`config.mk`:
```
export PLATFORM = sky130hd
export DESIGN_NAME = rr_address_arbiter
export DESIGN_NICKNAME = d
export VERILOG_FILES = /design/src/rtl/rr_address_arbiter.sv
export SDC_FILE = /design/constraint.sdc
export NUM_CORES = 1
export LEC_CHECK = 0
export CAP_MARGIN = 10
export CORE_AREA = 4 4 43 45
export DETAILED_ROUTE_END_ITERATION = 10
export DIE_AREA = 0 0 47 49
export GPL_TIMING_DRIVEN = 1
export PLACE_DENSITY_LB_ADDON = 0.2
export SLEW_MARGIN = 20
export SYNTH_ARGS = -nofsm -noshare
export SYNTH_HDL_FRONTEND = slang
export SYNTH_SLANG_ARGS = --single-unit
```
`constraint.sdc`:
```
create_clock -name i_clk -period 2.2 [get_ports i_clk]
set_clock_uncertainty 0.2 [all_clocks]
set_input_delay 0.44 -clock i_clk [delete_from_list [all_inputs] [get_ports i_clk]]
set_output_delay 0.44 -clock i_clk [all_outputs]
set_load 0.02 [all_outputs]
```
`src/rtl/rr_address_arbiter.sv`:
```
// Round-robin arbiter feeding a demux: one grant at a time, held until ack,
// withdrawal or hold timeout, with a mandatory idle bubble between grants.
//
// state   | meaning
// --------+------------------------------------------------------------
// S_IDLE  | no grant; pick next requester starting at ptr
// S_GRANT | grant held; release on ack, withdrawal or hold timeout
module rr_address_arbiter #(
  parameter int ADDRESS_WIDTH = 2,
  parameter int MAX_HOLD      = 4
) (
  input  logic                          i_clk,
  input  logic                          i_rst,
  input  logic [(1<<ADDRESS_WIDTH)-1:0] i_req,
  input  logic                          i_ack,
  output logic [ADDRESS_WIDTH-1:0]      o_add,
  output logic                          o_x,
  output logic [(1<<ADDRESS_WIDTH)-1:0] o_gnt,
  output logic                          o_timeout
);

  localparam int N  = 1 << ADDRESS_WIDTH;
  localparam int CW = (MAX_HOLD > 0) ? $clog2(MAX_HOLD + 1) : 1;
  localparam logic [CW-1:0] HOLD_LAST = (MAX_HOLD > 0) ? CW'(MAX_HOLD - 1) : '0;

  typedef enum logic {
    S_IDLE,
    S_GRANT
  } state_t;

  state_t                   state_q, state_d;
  logic [ADDRESS_WIDTH-1:0] add_q, add_d;
  logic [ADDRESS_WIDTH-1:0] ptr_q, ptr_d;
  logic [N-1:0]             gnt_q, gnt_d;
  logic                     x_q, x_d;
  logic                     timeout_q, timeout_d;
  logic [CW-1:0]            cnt_q, cnt_d;

  logic [ADDRESS_WIDTH-1:0] sel;
  logic                     found;
  logic                     release_grant;

  // Rotating priority search; the index naturally wraps modulo N.
  always_comb begin
    sel   = '0;
    found = 1'b0;
    for (int i = 0; i < N; i++) begin
      if (!found && i_req[ptr_q + ADDRESS_WIDTH'(i)]) begin
        sel   = ptr_q + ADDRESS_WIDTH'(i);
        found = 1'b1;
      end
    end
  end

  always_comb begin
    state_d       = state_q;
    add_d         = add_q;
    ptr_d         = ptr_q;
    gnt_d         = gnt_q;
    x_d           = x_q;
    cnt_d         = cnt_q;
    timeout_d     = 1'b0;
    release_grant = 1'b0;

    case (state_q)
      S_IDLE: begin
        if (found) begin
          add_d   = sel;
          gnt_d   = N'(1) << sel;
          x_d     = 1'b1;
          cnt_d   = '0;
          state_d = S_GRANT;
        end
      end
      S_GRANT: begin
        if (i_ack) begin
          release_grant = 1'b1;
        end else if (!i_req[add_q]) begin
          release_grant = 1'b1;
        end else if ((MAX_HOLD != 0) && (cnt_q == HOLD_LAST)) begin
          release_grant = 1'b1;
          timeout_d     = 1'b1;
        end else if (cnt_q != '1) begin
          cnt_d = cnt_q + 1'b1;
        end
      end
      default: state_d = S_IDLE;
    endcase

    // o_add keeps its last value across release so the demux address is stable.
    if (release_grant) begin
      x_d     = 1'b0;
      gnt_d   = '0;
      ptr_d   = add_q + 1'b1;
      state_d = S_IDLE;
    end
  end

  always_ff @(posedge i_clk) begin
    if (i_rst) begin
      state_q   <= S_IDLE;
      add_q     <= '0;
      ptr_q     <= '0;
      gnt_q     <= '0;
      x_q       <= 1'b0;
      cnt_q     <= '0;
      timeout_q <= 1'b0;
    end else begin
      state_q   <= state_d;
      add_q     <= add_d;
      ptr_q     <= ptr_d;
      gnt_q     <= gnt_d;
      x_q       <= x_d;
      cnt_q     <= cnt_d;
      timeout_q <= timeout_d;
    end
  end

  assign o_add     = add_q;
  assign o_x       = x_q;
  assign o_gnt     = gnt_q;
  assign o_timeout = timeout_q;

endmodule

```
[Word level (Yosys, flattened, before mapping)]
Index checks and enable logic that the tools add are counted.
Operators by class
  $add $sub $neg: 5
  $mul: 0
  divide/modulo/power cells: 0
  $lt $le $gt $ge: 5
  equality and inequality tests: 7
  shift operators: 1
  multiplexer cells: 30
  bitwise logic cells: 2
  reductions and logical operators: 10
Operators by type and width (count)
  $lt A2 B3 Y1 const B: 5
  $mux W1: 15
  $mux W3: 5
  $bmux W1 S2: 5
  $mux W2: 4
  $ne A2 B2 Y1 const B: 3
  $pmux W3 S2: 1
  $reduce_and A5 Y1: 1
  $add A2 B1 Y2 const B: 2
  $add A2 B2 Y2 const B: 2
  $ne A2 B1 Y1 const B: 2
  $reduce_or A4 Y1: 1
  $shl A1 B2 Y4 const A: 1
  $add A3 B1 Y3 const B: 1
  $eq A3 B2 Y1 const B: 1
  $logic_and A1 B1 Y1: 3
  $logic_not A1 Y1: 3
  $ne A3 B3 Y1 const B: 1
  $not A1 Y1: 2
  $reduce_and A2 Y1: 1
  $reduce_or A2 Y1: 1
Storage, ports and cells
  flip-flop bits (word level): 14
  latch bits: 0
  bits in writable memories: 0
  memory bits (read-only): 0
  input bits: 7
  output and inout port bits: 8
  logic and storage cells: 67
  memories kept: 0

[Depth between registers and ports, before layout]
Gate-level depths: netlist of run 1.
  word-level depth: 14
  gate-level depth with buffers: 7
  depth with buffers taken out: 7

[Least setup slack after synthesis of run 1]
No wires, ideal clock.
  path type: register to register
  from: reg add_q[0] (netlist: o_add[0])
  to: reg gnt_q[0] (netlist: o_gnt[0])
  library setup time: 0.115 ns
  data arrival time: 1.707 ns
  data required time: 1.885 ns
  setup slack: 0.177 ns
  stages on the path, launching flop included: 6
  buffers on the path: 0
  period minus slack after synthesis: 2.023 ns
  cell sequence: dfxtp_1 -> mux4_1 -> a21oi_1 -> or2_2 -> nand2b_1 -> nor3b_1
On the way
  cells in the longest elaborated chain, start to end: 6
RTL lines
  start: declaration: RTL line 32  | logic [ADDRESS_WIDTH-1:0] add_q, add_d;
  start signal: assignment: RTL line 102  | add_q <= '0;
  start signal: assignment: RTL line 110  | add_q <= add_d;
  $bmux W1 S2: RTL line 78  | end else if (!i_req[add_q]) begin
  $mux W1 (implied by the code): RTL line 78
  $mux W1: RTL line 78
  $mux W1: RTL line 76  | if (i_ack) begin
  $mux W1: RTL line 65  | case (state_q)
  $reduce_or A2 Y1 (no line)
  end signal: assignment: RTL line 112  | gnt_q <= gnt_d;
  end: declaration: RTL line 34  | logic [N-1:0] gnt_q, gnt_d;
Every way passes these cells. The select of a mux whose other input is x is not followed.
A chain may end at the register's enable or synchronous reset.

[Worst setup path after layout of run 1]
  from: in i_req[0]
  to: reg cnt_q[2]
On the way
  cells in the longest elaborated chain, start to end: 14
  elaborated cells between the ends (all ways): 23
  those cells by class: 2 x eq/ne; 14 x mux; 7 x reduce/logical
RTL lines
  start: declaration: RTL line 14  | input logic [(1<<ADDRESS_WIDTH)-1:0] i_req,
  $bmux W1 S2: RTL line 48  | if (!found && i_req[ptr_q + ADDRESS_WIDTH'(i)]) begin
  $mux W1 (implied by the code): RTL line 48
  $mux W1: RTL line 48
  $logic_not A1 Y1: RTL line 48
  $logic_and A1 B1 Y1: RTL line 48
  $mux W1: RTL line 48
  $logic_not A1 Y1: RTL line 48
  $logic_and A1 B1 Y1: RTL line 48
  $mux W1: RTL line 48
  $logic_not A1 Y1: RTL line 48
  $logic_and A1 B1 Y1: RTL line 48
  $mux W1: RTL line 48
  $ne A2 B2 Y1 (no line)
  $reduce_and A5 Y1 (no line) (*)
  end signal: assignment: RTL line 114  | cnt_q <= cnt_d;
  end: declaration: RTL line 37  | logic [CW-1:0] cnt_q, cnt_d;
Mark *: on every way between the ends. The rest lies on a longest branch, timed or not. The select of a mux whose other input is x is not followed.

==> impl_metrics.env, run 1 <==
export IMPL_fin_hold_ws_ns=0.255
export IMPL_row_count=14
export IMPL_fin_area_sq_um=962
export IMPL_drv_cap=0
export IMPL_start_util_pct=45.4
export IMPL_drcViolationCount=0
export IMPL_hold_buffers=0
export IMPL_fmax_mhz=474
export IMPL_rr_endpoint="cnt_q[2]"
export IMPL_r2r_start="cnt_q[0]"
export IMPL_grt_use_total_pct=15.9
export IMPL_path_clk_slew_ns=0.08
export IMPL_vias=660
export IMPL_synth_fp_nets=88
export IMPL_holdCritPathClass="reg2reg"
export IMPL_ios=15
export IMPL_seq_area_frac_synth_pct=41.9
export IMPL_cts_root_buf="clkbuf_4"
export IMPL_path_class="in2reg"
export IMPL_cp_start_kind="input port"
export IMPL_hold_start="o_gnt[1]"
export IMPL_wl_per_cell_um=12.6
export IMPL_critical_path_top_delay_family="simple AND/OR/NAND/NOR gates"
export IMPL_whs_endpoint="o_gnt[1]"
export IMPL_cts_tree="built"
export IMPL_slew_headroom_pct=84.9
export IMPL_drtPass1Iterations=4
export IMPL_grt_pass1_wl_um=2740
export IMPL_cts_buffer_depth=2
export IMPL_status="finished, final reports clean"
export IMPL_finalCritPeriodShare_pct=96.0
export IMPL_max_stage_delay_ns=0.48
export IMPL_rrSetupSlack_ns=0.18
export IMPL_layout_common_cells="14 x dfxtp_1, 14 x clkdlybuf4s50_1, 14 x buf_4"
export IMPL_grt_setup_unrepaired="no"
export IMPL_power_density_nw_per_um2=612
export IMPL_ant_nets=0
export IMPL_drt_iter0_markers=7
export IMPL_clock_latency_ns=0.27
export IMPL_r2r_cells=5
export IMPL_fin_crit_ns=2.11
export IMPL_totalPowerFinal_mw=0.589
export IMPL_cts_buffers=3
export IMPL_grt_max_degree=9
export IMPL_arrival_ns=2.13
export IMPL_cts_sinks=14
export IMPL_die_area_sq_um=2300
export IMPL_worst_pin_slew_ns=0.225
export IMPL_area_delta_synth_final_pct=44.0
export IMPL_timing_setup_tns_ns=0
export IMPL_p_leak_nw=0.397
export IMPL_endpoint_kind="register"
export IMPL_postPlaceCellArea_sq_um=926
export IMPL_yosysWarnings=0
export IMPL_yosys_register_bits=14
export IMPL_gp_congestion=0.822
export IMPL_crit_fanout=5
export IMPL_setup_viol=0
export IMPL_fillers=132
export IMPL_path_cells="clkdlybuf4s50_1 > mux4_1 > nand2b_1 > or4_4 > or3_1 > a21oi_2"
export IMPL_gr_total_overflow=0
export IMPL_yosysUniqueCellTypes=27
export IMPL_vdd_drop_max_v=0.000386
export IMPL_nNetsFinal=119
export IMPL_syn_inst=78
export IMPL_core_sq_um=1470
export IMPL_required_ns=2.22
export IMPL_hold_path_depth=2
export IMPL_drt_total_wl_um=1550
export IMPL_antenna_found_initial=0
export IMPL_drive_above_1_share_pct=24.3
export IMPL_htree_levels=1
export IMPL_worst_path_buf_inv=1
export IMPL_final_max_slew_viol_count=0
export IMPL_fp_dieW_um=47
export IMPL_grt_pass1_vias=676
export IMPL_port_buffers=14
export IMPL_avgSynthCellArea_sq_um=8.57
export IMPL_die_h_um=49
export IMPL_slowest_stage="clkdlybuf4s50_1"
export IMPL_synth_cell_area_sq_um=668
export IMPL_diodes=0
export IMPL_dp_hpwl_um=1240
export IMPL_final_hold_viol_count=0
export IMPL_viasPerCell=5.37
[how the worst max path moves through the flow]
stage	cells past startpoint	endpoint	from	slack, ns
final	6	cnt_q[2]	i_req[0]	0.09
after global routing	6	cnt_q[0]	i_req[3]	0.001
after CTS	6	cnt_q[1]	i_req[3]	0.1
after detailed placement	6	cnt_q[2]	i_req[3]	-0.19
after global placement	6	cnt_q[2]	i_req[1]	-0.15
after floorplan	5	o_gnt[0]	o_add[0]	0.18
[final cells by class]
cell class                      count  area (sq um)  share of cell area, %
Multi-Input combinational cell     56           372                   38.6
Sequential cell                    14           280                   29.1
Timing Repair Buffer               28           245                   25.5
Clock buffer                        3          22.5                   2.34
Inverter                            6          22.5                   2.34
Tap cell                           16          20.0                   2.08
[synth_stat cells (all sizes together)]
library cell / instances / area share (%)
inv: 6 / 3.4
a211oi: 1 / 1.1
a21o: 1 / 1.1
nor2b: 1 / 0.94
nor3: 1 / 0.75
nor4: 1 / 0.94
or4: 1 / 1.7
dfxtp: 14 / 42
a211o: 1 / 1.3
buf: 1 / 0.56
clkbuf: 1 / 0.56
o221ai: 1 / 1.3
or3: 1 / 0.94
ha: 3 / 5.6
a2bb2oi: 1 / 1.3
a21oi: 10 / 7.5
nand3: 3 / 2.2
xnor2: 1 / 1.3
o22ai: 1 / 0.94
mux4: 1 / 3.9
nor2: 10 / 5.6
nor3b: 1 / 1.1
nand2: 6 / 3.4
a221o: 1 / 1.5
or2: 5 / 4.7
nand2b: 3 / 2.8
mux2i: 1 / 1.5
[worst reg2reg max path: cells and delay by family, from the launching register on]
family          cells  cell delay (ns)
compound gates      1             0.11
fa+ha+maj           2             0.44
flops               1             0.33
simple gates        2             0.89
[routing by layer]
metal  GRT usage (%)  routed length, um  vias up
li1                -                  -      331
met1            16.7                636      312
met2            27.8                833       13
met3            6.27                 61        4
met4            4.15                 19        0
met5               0                  0        -
[report_power, final]
part	total [mW]	internal (mW)	switching [mW]
clock	0.142	0.0635	0.0783
sequential	0.287	0.271	0.0153
combinational	0.160	0.0878	0.0726
total	0.589	0.423	0.166
[stage by stage]
stage                     utilization, %  setup WS (ns)  std cells
after global placement              62.9         -0.146        120
after detailed placement            62.9         -0.193        120
after CTS                           64.5         0.0993        123
after global routing                65.4        0.00143        123
after floorplan                        -          0.177         78
final                               65.4         0.0884        123
[logic make-up after synthesis]
| logic type | count (synthesis) | share of synthesized area (%) |
|---|---|---|
| AND/OR/NAND/NOR | 33 | 25.1 |
| adder cells (fa/ha/maj) | 3 | 5.62 |
| buffers and inverters | 8 | 4.49 |
| multiplexers | 2 | 5.43 |
| AO/OA/AOI/OAI | 17 | 16.1 |
| flip-flops | 14 | 41.9 |
| XOR/XNOR | 1 | 1.31 |
[what timing repair did]
action                                  in CTS  in global routing
setup buffers                                0                  0
endpoints found under the hold margin        0                  0
endpoints found under the setup margin       0                  4
resized for setup                            0                  3
[state kept, by name, summed over array words and instances, names as in the netlist]
signal,cells
cnt_q,3
o_gnt,4
o_add,2
o_x,1
ptr_q,2
state_q,1
o_timeout,1
(Power assumes the default switching activity.)
==> inputs of run 2 (changes only) <==
--- a/config.mk
+++ b/config.mk
@@ -5,10 +5,11 @@
 export SDC_FILE = /design/constraint.sdc
 export NUM_CORES = 1
 export LEC_CHECK = 0
+export ABC_AREA = 1
 export CAP_MARGIN = 10
-export CORE_AREA = 4 4 43 45
+export CORE_AREA = 4 4 49 51
 export DETAILED_ROUTE_END_ITERATION = 10
-export DIE_AREA = 0 0 47 49
+export DIE_AREA = 0 0 53 55
 export GPL_TIMING_DRIVEN = 1
 export PLACE_DENSITY_LB_ADDON = 0.2
 export SLEW_MARGIN = 20
==> run 2 against run 1 <==
  * Clock power is 32% higher
  * Power is 87% higher
  * Hold slack better by 0.0051 ns
  * Clock-buffer cell count is 1 higher
  * Setup slack better by 0.054 ns
  * Utilization is 3.9 points lower
  * Cell count is 55% higher
  * Die area is 27% higher
  * Via count is 42% higher
  * Register-to-register slack better by 0.09 ns
  * Area after synthesis is 47% higher
  * Routed wire length is 29% higher
  * Largest power group is now combinational logic
==> impl_metrics.env, run 2 <==
export IMPL_status="finished, final reports clean"
export IMPL_finalCritPeriodShare_pct=93.5
export IMPL_syn_inst=145
export IMPL_nNetsFinal=175
export IMPL_crit_fanout=7
export IMPL_cp_start_kind="register"
export IMPL_yosys_register_bits=14
export IMPL_critical_path_top_delay_family="buffers and inverters"
export IMPL_grt_max_degree=11
export IMPL_p_sw_mw=0.484
export IMPL_synth_most_common_cell="nand2_1"
export IMPL_path_clk_slew_ns=0.08
export IMPL_max_stage_delay_ns=0.66
export IMPL_yosysUniqueCellTypes=24
export IMPL_r2r_start="ptr_q[0]"
export IMPL_netlist_area_leader_share_pct=28.6
export IMPL_postPlaceCellArea_sq_um=1160
export IMPL_die_area_sq_um=2920
export IMPL_drive_above_1_share_pct=20.1
export IMPL_yosysWarnings=0
export IMPL_fp_dieW_um=53
export IMPL_layout_common_cells="47 x nand2_1, 16 x inv_1, 14 x dfxtp_1, 14 x clkdlybuf4s50_1, 11 x nor2_1"
export IMPL_layout_commonest_cell="nand2_1"
export IMPL_largest_register_ffs=4
export IMPL_power_density_nw_per_um2=923
export IMPL_die_h_um=55
export IMPL_avgSynthCellArea_sq_um=6.77
export IMPL_antenna_found_initial=0
export IMPL_cts_tree="built"
export IMPL_pwr_share_comb_pct=50.7
export IMPL_synth_cell_area_sq_um=981
export IMPL_setup_viol=0
export IMPL_totalPowerFinal_mw=1.10
export IMPL_grt_setup_unrepaired="no"
export IMPL_path_cells="clkdlybuf4s50_1"
export IMPL_drv_cap=0
export IMPL_fin_area_sq_um=1190
export IMPL_hold_start="o_gnt[1]"
export IMPL_ys_top_cells_by_count="47 x nand2_1, 16 x inv_1, 14 x dfxtp_1"
export IMPL_synth_fp_nets=155
export IMPL_drt_iter0_markers=13
export IMPL_hold_path_depth=2
export IMPL_arrival_ns=1.42
export IMPL_clkPwrFrac_pct=16.9
export IMPL_cts_resized_gates=0
export IMPL_r2r_cells=11
export IMPL_async_flop_share_pct=0
export IMPL_yosys_area_top_type="dfxtp_1"
export IMPL_rr_endpoint="o_gnt[0]"
export IMPL_yosys_top_cells_area="dfxtp_1 29%, nand2_1 18%, inv_1 6.1%"
export IMPL_final_hold_viol_count=0
export IMPL_core_sq_um=1940
export IMPL_p_sw_share_pct=43.9
export IMPL_cts_sinks=14
export IMPL_cts_root_buf="clkbuf_4"
export IMPL_drtPass1Iterations=4
export IMPL_slew_headroom_pct=70.0
export IMPL_vdd_drop_max_v=0.000565
export IMPL_area_delta_synth_final_pct=21.8
export IMPL_holdCritPathClass="reg2reg"
export IMPL_grt_use_total_pct=16.2
export IMPL_gp_congestion=0.827
export IMPL_fmax_mhz=486
export IMPL_rrSetupSlack_ns=0.27
export IMPL_gr_total_overflow=0
export IMPL_row_count=16
export IMPL_viasPerCell=4.89
export IMPL_wl_per_cell_um=10.5
export IMPL_slowest_stage="clkdlybuf4s50_1"
export IMPL_synth_edff_count=0
export IMPL_intPower_mw=0.619
export IMPL_final_max_slew_viol_count=0
export IMPL_diodes=0
export IMPL_worst_path_buf_inv=1
export IMPL_hold_buffers=0
export IMPL_whs_endpoint="o_gnt[1]"
export IMPL_synth_main_ff_cell="dfxtp_1"
export IMPL_start_util_pct=50.5
export IMPL_grt_pass1_vias=875
export IMPL_fin_crit_ns=2.06
export IMPL_drcViolationCount=0
export IMPL_grt_pass1_wl_um=3550
export IMPL_seq_area_frac_synth_pct=28.6
export IMPL_vias=934
export IMPL_dp_hpwl_um=1610
export IMPL_p_leak_nw=0.583
export IMPL_ios=15
export IMPL_required_ns=1.56
export IMPL_drt_total_wl_um=2010
export IMPL_endpoint_kind="output pin"
export IMPL_cts_buffer_depth=2
export IMPL_htree_levels=1
export IMPL_clock_latency_ns=0.28
export IMPL_ant_nets=0
export IMPL_worst_pin_slew_ns=0.450
export IMPL_port_buffers=14
export IMPL_p_seq_share_pct=32.4
export IMPL_cts_buffers=3
export IMPL_cts_setup_buffers=0
export IMPL_path_class="reg2out"
[run 2: cell types whose count changed after synthesis, moves of 5 or more]
cell,before,now
or2_2,5,0
inv_1,6,16
nand2_1,6,47
nand2_2,0,7
nand2_4,0,5
o21ai_0,0,6
[run 2: cell families (layout without fill, tap and decap cells)]
logic type | Yosys count | count (layout) | synth area share (%)
AOI/OAI and AO/OA | 18 | 18 | 11.0
adders and majority gates | 3 | 3 | 3.83
and+or+nand+nor | 87 | 87 | 45.5
xor gates and xnor gates | 1 | 1 | 0.893
DFF | 14 | 14 | 28.6
buffers and inverters | 22 | 41 | 10.2
[run 2: worst min-delay path, delay by kind of cell, from the launching register on]
kind / cells / cell delay, ns
compound gates: 1 / 0.05
flops: 1 / 0.32
simple gates: 1 / 0.06
[run 2: metal layers]
metal / up-vias / GRT usage (%) / wire length (um) / share of wire [%]
li1: 496 / - / - / -
met1: 419 / 19.4 / 956 / 48
met2: 14 / 29.3 / 965 / 48
met3: 5 / 1.61 / 49 / 2.4
met4: 0 / 7.23 / 36 / 1.8
met5: - / 0 / 0 / 0
[run 2: power by group through the flow]
stage	registers [mW]	clock network (mW)	logic, mW
3_5_place_dp	0.361	0	0.562
4_1_cts	0.357	0.193	0.564
3_3_place_gp	0.361	0	0.551
6_report	0.357	0.187	0.559
2_1_floorplan	0.377	0	0.404
5_1_grt	0.366	0.199	0.630
[run 2: per-stage QoR]
step / instances / setup WS, ns / util, % / setup TNS [ns] / hold WS, ns
after global placement: 187 / -0.0278 / 59.7 / -0.0713 / 0.249
after floorplan: 145 / 0.547 / - / 0 / 0.239
final: 191 / 0.143 / 61.5 / 0 / 0.260
after CTS: 191 / 0.132 / 61.5 / 0 / 0.264
after detailed placement: 187 / -0.0508 / 59.7 / -0.222 / 0.251
after global routing: 191 / 0.0569 / 61.5 / 0 / 0.272
[run 2: final cells by class]
cell class / count / area, sq um
Inverter: 21 / 88.8
Sequential cell: 14 / 280
Timing Repair Buffer: 16 / 155
Clock buffer: 4 / 36.3
Fill cell: 196 / 747
Multi-Input combinational cell: 109 / 601
Tap cell: 27 / 33.8
[run 2: how the worst max path moves through the flow]
stage	startpoint	endpoint	slack (ns)	cells past startpoint
floorplan	o_add[0]	o_gnt[2]	0.55	8
global placement	i_req[0]	o_gnt[0]	-0.03	12
detailed placement	i_req[0]	o_gnt[0]	-0.05	12
CTS	o_add[0]	o_add[0]	0.13	1
global route	ptr_q[0]	cnt_q[1]	0.06	10
finish	o_add[0]	o_add[0]	0.14	1
